===== src/rtl/axi_lite_proc_regs_pkg.sv =====
// axi_lite_proc_pkg: register indices, processing modes and response codes
package axi_lite_proc_pkg;
    localparam int REG_CTRL  = 0;
    localparam int REG_KEY   = 1;
    localparam int REG_DIN   = 2;
    localparam int REG_DOUT  = 3;
    localparam int REG_COUNT = 4;
    localparam logic [1:0] RESP_OKAY   = 2'b00;
    localparam logic [1:0] RESP_SLVERR = 2'b10;
    typedef enum logic [1:0] {
        MODE_PASS = 2'b00,
        MODE_INV  = 2'b01,
        MODE_XOR  = 2'b10,
        MODE_ADD  = 2'b11
    } mode_e;
endpackage


===== src/rtl/axi_lite_proc_regs_if.sv =====
// axi_lite_proc_regs_if: AXI4-Lite bus bundle with master/slave views
interface axi_lite_proc_regs_if #(
    parameter int DATA_WIDTH = 8,
    parameter int ADDR_WIDTH = 3
);
    logic [ADDR_WIDTH-1:0]   AWADDR;
    logic                    AWVALID;
    logic                    AWREADY;
    logic [DATA_WIDTH-1:0]   WDATA;
    logic [DATA_WIDTH/8-1:0] WSTRB;
    logic                    WVALID;
    logic                    WREADY;
    logic                    BVALID;
    logic                    BREADY;
    logic [1:0]              BRESP;
    logic [ADDR_WIDTH-1:0]   ARADDR;
    logic                    ARVALID;
    logic                    ARREADY;
    logic                    RVALID;
    logic                    RREADY;
    logic [DATA_WIDTH-1:0]   RDATA;
    logic [1:0]              RRESP;
    modport master (
        output AWADDR, AWVALID, WDATA, WSTRB, WVALID, BREADY, ARADDR, ARVALID, RREADY,
        input  AWREADY, WREADY, BVALID, BRESP, ARREADY, RVALID, RDATA, RRESP
    );
    modport slave (
        input  AWADDR, AWVALID, WDATA, WSTRB, WVALID, BREADY, ARADDR, ARVALID, RREADY,
        output AWREADY, WREADY, BVALID, BRESP, ARREADY, RVALID, RDATA, RRESP
    );
endinterface


===== src/rtl/axi_lite_proc_regs_alu.sv =====
// axi_lite_proc_alu: combinational pass/invert/xor/add of an operand with a key
module axi_lite_proc_alu
    import axi_lite_proc_pkg::*;
#(
    parameter int DATA_WIDTH = 8
) (
    input  mode_e                 mode,
    input  logic [DATA_WIDTH-1:0] op,
    input  logic [DATA_WIDTH-1:0] key,
    output logic [DATA_WIDTH-1:0] result
);
    // select the transform; addition wraps modulo 2**DATA_WIDTH
    always_comb begin
        result = mode == MODE_PASS ? op :
                 mode == MODE_INV  ? ~op :
                 mode == MODE_XOR  ? op ^ key : op + key;
    end
endmodule


===== src/rtl/axi_lite_proc_regs.sv =====
// axi_lite_proc_regs: AXI4-Lite register file feeding a one-word processing unit
module axi_lite_proc_regs
    import axi_lite_proc_pkg::*;
#(
    parameter int DATA_WIDTH = 8,
    parameter int ADDR_WIDTH = 3,
    parameter int NUM_REGS   = 6
) (
    input  logic                ACLK,
    input  logic                ARESETN,
    axi_lite_proc_regs_if.slave bus,
    output logic                proc_done
);
    localparam int SW = DATA_WIDTH / 8;
    typedef logic [DATA_WIDTH-1:0] word_t;
    word_t                 regs_q [NUM_REGS];
    word_t                 regs_d [NUM_REGS];
    logic                  aw_rdy_q, aw_rdy_d, w_rdy_q, w_rdy_d, b_valid_q, b_valid_d;
    logic [1:0]            b_resp_q, b_resp_d;
    logic [ADDR_WIDTH-1:0] aw_addr_q, aw_addr_d;
    word_t                 w_data_q, w_data_d;
    logic [SW-1:0]         w_strb_q, w_strb_d;
    logic                  r_valid_q, r_valid_d;
    word_t                 r_data_q, r_data_d;
    logic [1:0]            r_resp_q, r_resp_d;
    logic                  proc_go_q, proc_go_d, proc_done_q, proc_done_d;
    word_t                 op_q, op_d, key_q, key_d;
    mode_e                 mode_q, mode_d;
    word_t                 merged, alu_res;
    logic                  commit, wr_err, b_hs, ar_hs, rd_ok;

    axi_lite_proc_alu #(.DATA_WIDTH(DATA_WIDTH)) u_alu (
        .mode   (mode_q),
        .op     (op_q),
        .key    (key_q),
        .result (alu_res)
    );

    assign bus.AWREADY = aw_rdy_q;
    assign bus.WREADY  = w_rdy_q;
    assign bus.BVALID  = b_valid_q;
    assign bus.BRESP   = b_resp_q;
    assign bus.ARREADY = !r_valid_q;
    assign bus.RVALID  = r_valid_q;
    assign bus.RDATA   = r_data_q;
    assign bus.RRESP   = r_resp_q;
    assign proc_done   = proc_done_q;

    // write channel: hold AW and W until both are present, commit once, then respond on B
    always_comb begin
        b_hs      = b_valid_q && bus.BREADY;
        commit    = !aw_rdy_q && !w_rdy_q && !b_valid_q;
        wr_err    = int'(aw_addr_q) >= NUM_REGS || int'(aw_addr_q) == REG_DOUT
                    || int'(aw_addr_q) == REG_COUNT;
        merged    = wr_err ? '0 : regs_q[aw_addr_q];
        for (int i = 0; i < SW; i++)
            if (w_strb_q[i]) merged[i*8 +: 8] = w_data_q[i*8 +: 8];
        aw_rdy_d  = b_hs ? 1'b1 : (bus.AWVALID && aw_rdy_q) ? 1'b0 : aw_rdy_q;
        w_rdy_d   = b_hs ? 1'b1 : (bus.WVALID && w_rdy_q) ? 1'b0 : w_rdy_q;
        aw_addr_d = (bus.AWVALID && aw_rdy_q) ? bus.AWADDR : aw_addr_q;
        w_data_d  = (bus.WVALID && w_rdy_q) ? bus.WDATA : w_data_q;
        w_strb_d  = (bus.WVALID && w_rdy_q) ? bus.WSTRB : w_strb_q;
        b_valid_d = commit ? 1'b1 : b_hs ? 1'b0 : b_valid_q;
        b_resp_d  = commit ? (wr_err ? RESP_SLVERR : RESP_OKAY) : b_resp_q;
    end

    // processing: operand, mode and key are frozen at the DIN commit; DOUT and COUNT follow a cycle later
    always_comb begin
        proc_go_d   = commit && !wr_err && int'(aw_addr_q) == REG_DIN && |w_strb_q;
        proc_done_d = proc_go_q;
        op_d        = proc_go_d ? merged : op_q;
        key_d       = proc_go_d ? regs_q[REG_KEY] : key_q;
        mode_d      = proc_go_d ? mode_e'(regs_q[REG_CTRL][1:0]) : mode_q;
        regs_d      = regs_q;
        if (commit && !wr_err) regs_d[aw_addr_q] = merged;
        if (proc_go_q) begin
            regs_d[REG_DOUT]  = alu_res;
            regs_d[REG_COUNT] = regs_q[REG_COUNT] + word_t'(1);
        end
    end

    // read channel: one outstanding read, data captured from the pre-commit register state
    always_comb begin
        ar_hs     = bus.ARVALID && !r_valid_q;
        rd_ok     = int'(bus.ARADDR) < NUM_REGS;
        r_valid_d = ar_hs ? 1'b1 : bus.RREADY ? 1'b0 : r_valid_q;
        r_data_d  = ar_hs ? (rd_ok ? regs_q[bus.ARADDR] : '0) : r_data_q;
        r_resp_d  = ar_hs ? (rd_ok ? RESP_OKAY : RESP_SLVERR) : r_resp_q;
    end

    // state registers; reset drops any transaction in flight
    always_ff @(posedge ACLK or negedge ARESETN) begin
        if (!ARESETN) begin
            regs_q      <= '{default: '0};
            aw_rdy_q    <= 1'b1;
            w_rdy_q     <= 1'b1;
            b_valid_q   <= 1'b0;
            b_resp_q    <= RESP_OKAY;
            aw_addr_q   <= '0;
            w_data_q    <= '0;
            w_strb_q    <= '0;
            r_valid_q   <= 1'b0;
            r_data_q    <= '0;
            r_resp_q    <= RESP_OKAY;
            proc_go_q   <= 1'b0;
            proc_done_q <= 1'b0;
            op_q        <= '0;
            key_q       <= '0;
            mode_q      <= MODE_PASS;
        end else begin
            regs_q      <= regs_d;
            aw_rdy_q    <= aw_rdy_d;
            w_rdy_q     <= w_rdy_d;
            b_valid_q   <= b_valid_d;
            b_resp_q    <= b_resp_d;
            aw_addr_q   <= aw_addr_d;
            w_data_q    <= w_data_d;
            w_strb_q    <= w_strb_d;
            r_valid_q   <= r_valid_d;
            r_data_q    <= r_data_d;
            r_resp_q    <= r_resp_d;
            proc_go_q   <= proc_go_d;
            proc_done_q <= proc_done_d;
            op_q        <= op_d;
            key_q       <= key_d;
            mode_q      <= mode_d;
        end
    end
endmodule

===== src/flat_wrapper.sv =====
// flat-port wrapper written by rule: the top's interface ports become plain ports
module axi_lite_proc_regs_flat import axi_lite_proc_pkg::*;
#(
    parameter int DATA_WIDTH = 8,
    parameter int ADDR_WIDTH = 3,
    parameter int NUM_REGS   = 6
)
  (ACLK, ARESETN, proc_done, bus_AWADDR, bus_AWVALID, bus_WDATA, bus_WSTRB, bus_WVALID, bus_BREADY, bus_ARADDR, bus_ARVALID, bus_RREADY, bus_AWREADY, bus_WREADY, bus_BVALID, bus_BRESP, bus_ARREADY, bus_RVALID, bus_RDATA, bus_RRESP);
  axi_lite_proc_regs_if #(.DATA_WIDTH(DATA_WIDTH), .ADDR_WIDTH(ADDR_WIDTH)) bus_i ();
  input  logic ACLK;
  input  logic ARESETN;
  output logic proc_done;
  input wire logic [$bits(bus_i.AWADDR)-1:0] bus_AWADDR;
  input wire logic [$bits(bus_i.AWVALID)-1:0] bus_AWVALID;
  input wire logic [$bits(bus_i.WDATA)-1:0] bus_WDATA;
  input wire logic [$bits(bus_i.WSTRB)-1:0] bus_WSTRB;
  input wire logic [$bits(bus_i.WVALID)-1:0] bus_WVALID;
  input wire logic [$bits(bus_i.BREADY)-1:0] bus_BREADY;
  input wire logic [$bits(bus_i.ARADDR)-1:0] bus_ARADDR;
  input wire logic [$bits(bus_i.ARVALID)-1:0] bus_ARVALID;
  input wire logic [$bits(bus_i.RREADY)-1:0] bus_RREADY;
  output wire logic [$bits(bus_i.AWREADY)-1:0] bus_AWREADY;
  output wire logic [$bits(bus_i.WREADY)-1:0] bus_WREADY;
  output wire logic [$bits(bus_i.BVALID)-1:0] bus_BVALID;
  output wire logic [$bits(bus_i.BRESP)-1:0] bus_BRESP;
  output wire logic [$bits(bus_i.ARREADY)-1:0] bus_ARREADY;
  output wire logic [$bits(bus_i.RVALID)-1:0] bus_RVALID;
  output wire logic [$bits(bus_i.RDATA)-1:0] bus_RDATA;
  output wire logic [$bits(bus_i.RRESP)-1:0] bus_RRESP;
  assign bus_i.AWADDR = bus_AWADDR;
  assign bus_i.AWVALID = bus_AWVALID;
  assign bus_i.WDATA = bus_WDATA;
  assign bus_i.WSTRB = bus_WSTRB;
  assign bus_i.WVALID = bus_WVALID;
  assign bus_i.BREADY = bus_BREADY;
  assign bus_i.ARADDR = bus_ARADDR;
  assign bus_i.ARVALID = bus_ARVALID;
  assign bus_i.RREADY = bus_RREADY;
  assign bus_AWREADY = bus_i.AWREADY;
  assign bus_WREADY = bus_i.WREADY;
  assign bus_BVALID = bus_i.BVALID;
  assign bus_BRESP = bus_i.BRESP;
  assign bus_ARREADY = bus_i.ARREADY;
  assign bus_RVALID = bus_i.RVALID;
  assign bus_RDATA = bus_i.RDATA;
  assign bus_RRESP = bus_i.RRESP;
  axi_lite_proc_regs #(.DATA_WIDTH(DATA_WIDTH), .ADDR_WIDTH(ADDR_WIDTH), .NUM_REGS(NUM_REGS)) u_core (.ACLK(ACLK), .ARESETN(ARESETN), .bus(bus_i), .proc_done(proc_done));
endmodule

===== config.mk =====
export PLATFORM = sky130hd
export DESIGN_NAME = axi_lite_proc_regs_flat
export DESIGN_NICKNAME = d
export VERILOG_FILES = /design/src/rtl/axi_lite_proc_regs_pkg.sv /design/src/rtl/axi_lite_proc_regs_if.sv /design/src/rtl/axi_lite_proc_regs_alu.sv /design/src/rtl/axi_lite_proc_regs.sv /design/src/flat_wrapper.sv
export SDC_FILE = /design/constraint.sdc
export NUM_CORES = 1
export LEC_CHECK = 0
export ABC_AREA = 1
export CAP_MARGIN = 20
export CORE_ASPECT_RATIO = 0.6
export CORE_MARGIN = 4
export CORE_UTILIZATION = 60
export DETAILED_ROUTE_END_ITERATION = 6
export DONT_BUFFER_PORTS = 1
export GPL_TIMING_DRIVEN = 1
export PLACE_DENSITY_LB_ADDON = 0.15
export SYNTH_ARGS = -nofsm -noshare
export SYNTH_HDL_FRONTEND = slang
export SYNTH_SLANG_ARGS = --single-unit

===== constraint.sdc =====
create_clock -name ACLK -period 1.9 [get_ports ACLK]
set_input_delay 0.38 -clock ACLK [delete_from_list [all_inputs] [get_ports ACLK]]
set_output_delay 0.38 -clock ACLK [all_outputs]
set_load 0.02 [all_outputs]

### Yosys cells after proc, flatten, opt, wreduce, memory -nomap -nowiden

Index checks and enable logic that the tools add are counted.

| word-level totals | value |
|---|---|
| flip-flop bits (word level) | 96 |
| latch bits | 0 |
| RAM bits | 0 |
| ROM bits | 0 |
| input bits | 22 |
| output and inout port bits | 18 |
| logic and storage cells | 87 |
| memories kept | 0 |

| operators by class | value |
|---|---|
| add/sub/neg operators | 2 |
| multiply operators | 0 |
| divide/modulo/power cells | 0 |
| magnitude comparators | 5 |
| equality and inequality tests | 5 |
| shift operators | 0 |
| muxes and demuxes | 27 |
| bitwise logic cells | 4 |
| reduce and logical (&&, ||, !) cells | 23 |

Operator list:

| operator | count |
|---|---|
| $mux W8 | 11 |
| $bmux W8 S3 | 2 |
| $bwmux W48 | 1 |
| $demux W8 S3 | 1 |
| $mux W24 | 1 |
| $mux W16 | 1 |
| $logic_and A1 B1 Y1 | 10 |
| $reduce_bool A2 Y1 | 5 |
| $eq A3 B3 Y1 const B | 3 |
| $add A8 B1 Y8 const B | 1 |
| $add A8 B8 Y8 | 1 |
| $ge A4 B4 Y1 const B | 2 |
| $mux W1 | 8 |
| $not A3 Y4 | 2 |
| $not A8 Y8 | 1 |
| $xor A8 B8 Y8 | 1 |
| $logic_not A1 Y1 | 5 |
| $lt A4 B1 Y1 const B | 1 |
| $mux W2 | 2 |
| $ge A3 B3 Y1 const B | 1 |
| $lt A3 B3 Y1 const B | 1 |
| $eq A2 B1 Y1 const B | 1 |
| $eq A2 B2 Y1 const B | 1 |
| $logic_not A2 Y1 | 1 |
| $logic_or A1 B1 Y1 | 2 |

### Depth between registers and ports, before layout

| logic depth | value |
|---|---|
| depth in word-level cells | 9 |
| mapped depth | 13 |
| depth with buffers taken out | 12 |

### Modules after synthesis

A second synthesis with hierarchy kept.

| second synthesis, totals | value |
|---|---|
| cell total of the unflattened synthesis | 688 |
| area total of the unflattened synthesis | 5217.5 µm² |

Modules (own cells, without submodules):

| module | instances | cells each | area each (µm²) | sequential area each (µm²) |
|---|---|---|---|---|
| axi_lite_proc_regs | 1 | 587 | 4626.9 | 2354.8 |
| axi_lite_proc_alu | 1 | 101 | 590.6 | 0.0 |

### Worst setup path after synthesis

Ideal clock, no wire load.

| timing path | value |
|---|---|
| path type | flip-flop to flip-flop |
| start point | reg u_core.op_q[0] |
| end point | reg u_core.regs_q[20] (netlist bit) |
| arrival | 1.456 ns |
| required time | 1.783 ns |
| slack | 0.327 ns |
| cell stages (with the launch flop) | 12 |
| period minus slack after synthesis | 1.573 ns |
| path through | dfrtp_1 ha_1 inv_1 fa_1 inv_1 nand3_1 nand2_1 nand2_1 xor2_1 nand2_1 nand2_1 nand2_1 |

| between the ends | value |
|---|---|
| cells in the longest elaborated chain, start to end | 5 |

RTL lines:

| what | RTL line | RTL |
|---|---|---|
| start, declared | axi_lite_proc_regs.sv:27 | `word_t op_q, op_d, key_q, key_d;` |
| start signal, assigned | axi_lite_proc_regs.sv:124 | `op_q <= op_d;` |
| $add A8 B8 Y8 | axi_lite_proc_regs_alu.sv:16 | `mode == MODE_XOR ? op ^ key : op + key;` |
| $mux W8 | axi_lite_proc_regs_alu.sv:16 |  |
| $mux W8 | axi_lite_proc_regs_alu.sv:15 | `mode == MODE_INV ? ~op :` |
| $mux W8 | axi_lite_proc_regs_alu.sv:14 | `result = mode == MODE_PASS ? op :` |
| $mux W16 | axi_lite_proc_regs.sv:76 | `if (proc_go_q) begin` |
| end signal, assigned | axi_lite_proc_regs.sv:111 | `regs_q <= regs_d;` |
| end, declared | axi_lite_proc_regs.sv:16 | `word_t regs_q [NUM_REGS];` |

No other way between the ends.
A chain may end at the register's enable or synchronous reset.

### Final worst setup path

| timing path | value |
|---|---|
| start point | reg u_core.w_rdy_q (netlist: u_core.bus.WREADY) |
| end point | reg u_core.key_q[0] |

| between the ends | value |
|---|---|
| cells in the longest elaborated chain, start to end | 6 |

RTL lines:

| what | RTL line | RTL |
|---|---|---|
| start, declared | axi_lite_proc_regs.sv:18 | `logic aw_rdy_q, aw_rdy_d, w_rdy_q, w_rdy_d, b_valid_q, b_valid_d;` |
| start signal, assigned | axi_lite_proc_regs.sv:113 | `w_rdy_q <= w_rdy_d;` |
| $logic_not A1 Y1 | axi_lite_proc_regs.sv:52 | `commit = !aw_rdy_q && !w_rdy_q && !b_valid_q;` |
| $logic_and A1 B1 Y1 (2 in a row) | axi_lite_proc_regs.sv:52 |  |
| $logic_and A1 B1 Y1 (3 in a row) | axi_lite_proc_regs.sv:69 | `proc_go_d = commit && !wr_err && int'(aw_addr_q) == REG_DIN && \|w_strb_q;` |
| end signal, assigned | axi_lite_proc_regs.sv:125 | `key_q <= key_d;` |
| end, declared | axi_lite_proc_regs.sv:27 |  |

No other way between the ends.

==> run_results.csv <==
group,metric,value,unit
clocking,cts-buffers-inserted,9,
placed_design,place_area,5197,um2
clocking,cts_tree,"built",
setup_path,path_cells,"inv_1 -> nand3_2 -> inv_2 -> nand3_4 -> nor2_2 -> inv_2 -> nand2_1 -> o21ai_2",
pwr,swShare,43.55,%
setup_path,endpoint_kind,"flip-flop",
route,vias,4617,
pwr,p_int,0.004789,W
sta,hold_viol,94,
pwr,switchingPower,0.003695,W
route,drc,0,
sta,finalMaxSlewViolations,0,
floorplanning,core-area,8102,um2
job,cap_violations,0,
status,violations,"negative hold slack",
clocking,root_buffer,"clkbuf_16",
sta,rsz0062_at_grt,"no",
synth,ys_types,42,
synth,yosys.area.top_type_share,44.79,%
finish,drive_gt1_share,10.18,%
setup_path,path_delay_family,"flip-flops",
pwr,p_per_area,1546,nW/um2
placed_design,io_buffers,0,
synth,synth-async-reset-ratio,100.0,%
setup_path,worstPathArrival,2.01,ns
sta,period_minus_slack,1.736,ns
clocking,cts.sinks,94,
sta,period_share,91.38,%
finish,seqCellArea,2355,um2
global_routing,grt_overflow,0,
setup_path,r2r_end,"u_core.key_q[0]$_DFFE_PN0P_",
synth,synth_warnings,0,
route,wirelength,13600,um
global_routing,grt_pass1_wl,22110,um
synth,synth-seq-cells,94,
synth,synthTopCellsByArea,"dfrtp_1, nand2_1, o21ai_0, inv_1, nand3_1",
sta,hold_ws,-0.2722,ns
floorplanning,die_h,79.70,um
pwr,power,0.008484,W
setup_path,reg2reg_slack,0.16,ns
synth,postSynthAreaPerCell,7.626,um2
clocking,path_clk_slew,0.06,ns
synth,yosysSeqAreaShare,45.81,%
clocking,clk_latency,0.35,ns
floorplanning,ios,40,
global_routing,grt_usage,28.30,%
pwr,leakagePower,2.802,nW
global_routing,antenna_found_initial,0,
setup_path,reg2reg_depth,8,
pwr,irDropWorstVdd,0.8874,mV
sta,fmax,576.0,MHz
setup_path,path_common_cell,"inv_2",
setup_path,crit_required,2.17,ns
route,drt_iter0_markers,538,
min_path,min_path_type,"in -> async",
clocking,clk_path_buf_depth,2,
finish,final_area,5487,um2
placed_design,gp_congestion,1.043,
global_routing,first_global_vias,4309,
status,run_status,"finished with violations",
setup_path,cp.buffers_inverters,3,
route,wl_per_cell,17.30,um
synth,synth_area,5140,um2
setup_path,critical-path-slowest-cell,"dfstp_2",
pwr,sequentialPowerShare,41.9,%
setup_path,r2r_start,"u_core.bus.WREADY$_DFFE_PN1P_",
route,via_per_inst,5.874,
pwr,power_frac_clock,20.0,%
synth,synth_ff_type,"dfrtp_1",
pwr,pwr-share-comb,38.1,%
clocking,htree_levels,3,
route,firstDrtPassIters,5,
floorplanning,initial_utilization,63.44,%
finish,nets,704,
finish,fillers,679,
floorplanning,die_area,10160,um2
setup_path,critPathLaunchType,"flip-flop",
finish,area_growth,6.743,%
sta,finalClockSkew,0.009838,ns
synth,synth_edf_count,0,
global_routing,grt_max_degree,95,
finish,antennaDiodeCount,0,
floorplanning,die_w,127.5,um
synth,synth_area_leader_cell,"dfrtp_1",
setup_path,max_stage_delay,0.60,ns
route,ant_nets,0,
synth,syn_inst,674,
finish,multiInputGateArea,2414,um2
sta,setup_viol,0,
sta,setup_tns,0,ns
setup_path,cp_max_fo,20,
placed_design,place_hpwl,9851,um
setup_path,path_class,"reg -> reg",
floorplanning,rows,25,
==> placed cells by master (no fill, tap or decap), types with 2 or more instances in the layout <==
master,n
o21ai_2,7
nor2_4,2
dfrtp_1,92
clkinv_2,2
clkinv_1,3
nor2_1,32
clkbuf_1,2
nand3_1,33
ha_1,8
clkbuf_16,9
conb_1,2
mux2_2,7
a31oi_1,5
a211oi_1,3
xor2_1,5
inv_2,7
nand2_2,5
buf_4,11
o21ai_1,3
clkbuf_8,2
nor2_2,3
nand2_1,285
nand3_2,2
xnor2_1,2
nor3_1,3
inv_1,45
a21oi_1,23
o21ai_0,43
o21bai_1,2
o211ai_1,15
dfstp_2,2
==> synthesized netlist by cell type (3+ instances only) <==
library cell / number
nand2_1: 285
clkbuf_1: 3
buf_2: 11
o21ai_2: 7
o211ai_1: 15
a21oi_1: 23
nor3_1: 3
o21ai_1: 3
ha_1: 8
buf_6: 4
nor2_2: 3
dfrtp_1: 92
o21ai_0: 43
nand3_1: 33
buf_4: 6
inv_2: 7
clkinv_1: 3
a31oi_1: 5
nand2_2: 5
inv_1: 45
mux2_2: 7
a211oi_1: 3
nor2_1: 32
xor2_1: 5
==> worst max-delay path by stage <==
stage                     slack, ns                            end  cells past startpoint                          start
final                          0.16    u_core.key_q[0]$_DFFE_PN0P_                      8  u_core.bus.WREADY$_DFFE_PN1P_
after global routing           0.05  u_core.regs_q[22]$_DFFE_PN0P_                     11     u_core.op_q[0]$_DFFE_PN0P_
after CTS                      0.13  u_core.regs_q[20]$_DFFE_PN0P_                     11     u_core.op_q[0]$_DFFE_PN0P_
after detailed placement       0.14  u_core.regs_q[20]$_DFFE_PN0P_                     11     u_core.op_q[0]$_DFFE_PN0P_
after global placement         0.21  u_core.regs_q[20]$_DFFE_PN0P_                     11     u_core.op_q[0]$_DFFE_PN0P_
after floorplan                0.33  u_core.regs_q[20]$_DFFE_PN0P_                     11     u_core.op_q[0]$_DFFE_PN0P_
==> power by group through the flow <==
stage	sequential, W	combinational [W]	clock (W)
floorplan	0.00328	0.00248	0
global placement	0.00353	0.00303	0
detailed placement	0.00355	0.00312	0
CTS	0.00352	0.00314	0.00171
global route	0.00363	0.00359	0.00180
finish	0.00355	0.00323	0.00170
==> cell families (layout without fill, tap and decap cells) <==
family | count (synthesis) | count (layout) | share of synthesized area, %
other | 1 | 2 | 0.07296
and+or+nand+nor | 372 | 372 | 29.84
buffers and inverters | 81 | 84 | 7.351
DFF | 94 | 94 | 45.81
adders and majority gates | 9 | 9 | 2.337
AOI/OAI and AO/OA | 103 | 103 | 11.85
xor gates and xnor gates | 7 | 7 | 1.193
muxes | 7 | 7 | 1.534
==> registers in the layout (all words and copies together) (netlist names) <==
| name | count |
|---|---|
| u_core.w_data_q | 8 |
| u_core.bus.BVALID | 1 |
| u_core.bus.BRESP | 1 |
| u_core.proc_done_d | 1 |
| u_core.aw_addr_q | 3 |
| u_core.key_q | 8 |
| u_core.regs_q | 48 |
| u_core.op_q | 8 |
| u_core.bus.RVALID | 1 |
| u_core.w_strb_q | 1 |
| u_core.mode_q | 2 |
| u_core.bus.WREADY | 1 |
| u_core.bus.AWREADY | 1 |
| u_core.bus.RDATA | 8 |
| u_core.proc_done | 1 |
| u_core.bus.RRESP | 1 |
==> through the flow <==
stage               std cells  utilization (%)  worst slack [ns]
detailed placement        769            64.15            0.1382
finish                    786            67.72            0.1638
floorplan                 675                -            0.3270
global placement          769            64.15            0.2146
CTS                       785            67.60            0.1284
global route              786            67.72           0.05276
==> final cells by class <==
type | instances | area share (%)
Multi-Input combinational cell | 500 | 43.99
Sequential cell | 94 | 42.92
Timing Repair Buffer | 11 | 1.505
Clock buffer | 13 | 4.743
Clock inverter | 3 | 0.3421
Tap cell | 108 | 2.463
Inverter | 57 | 4.036
==> layer usage <==
layer,GRT usage (%),up-vias,part of all wire [%]
met5,0,-,0
met4,6.852,0,1.5
met3,9.960,20,14
met2,38.14,285,39
met1,43.19,2160,46
li1,-,2152,-
==> repair_timing <==
action | in CTS | in global routing
setup endpoints to repair | 0 | 2
endpoints found under the hold margin | 94 | 94
setup buffers | 0 | 1
gates resized for setup | 0 | 1
Power figures use the tool's default switching activity.
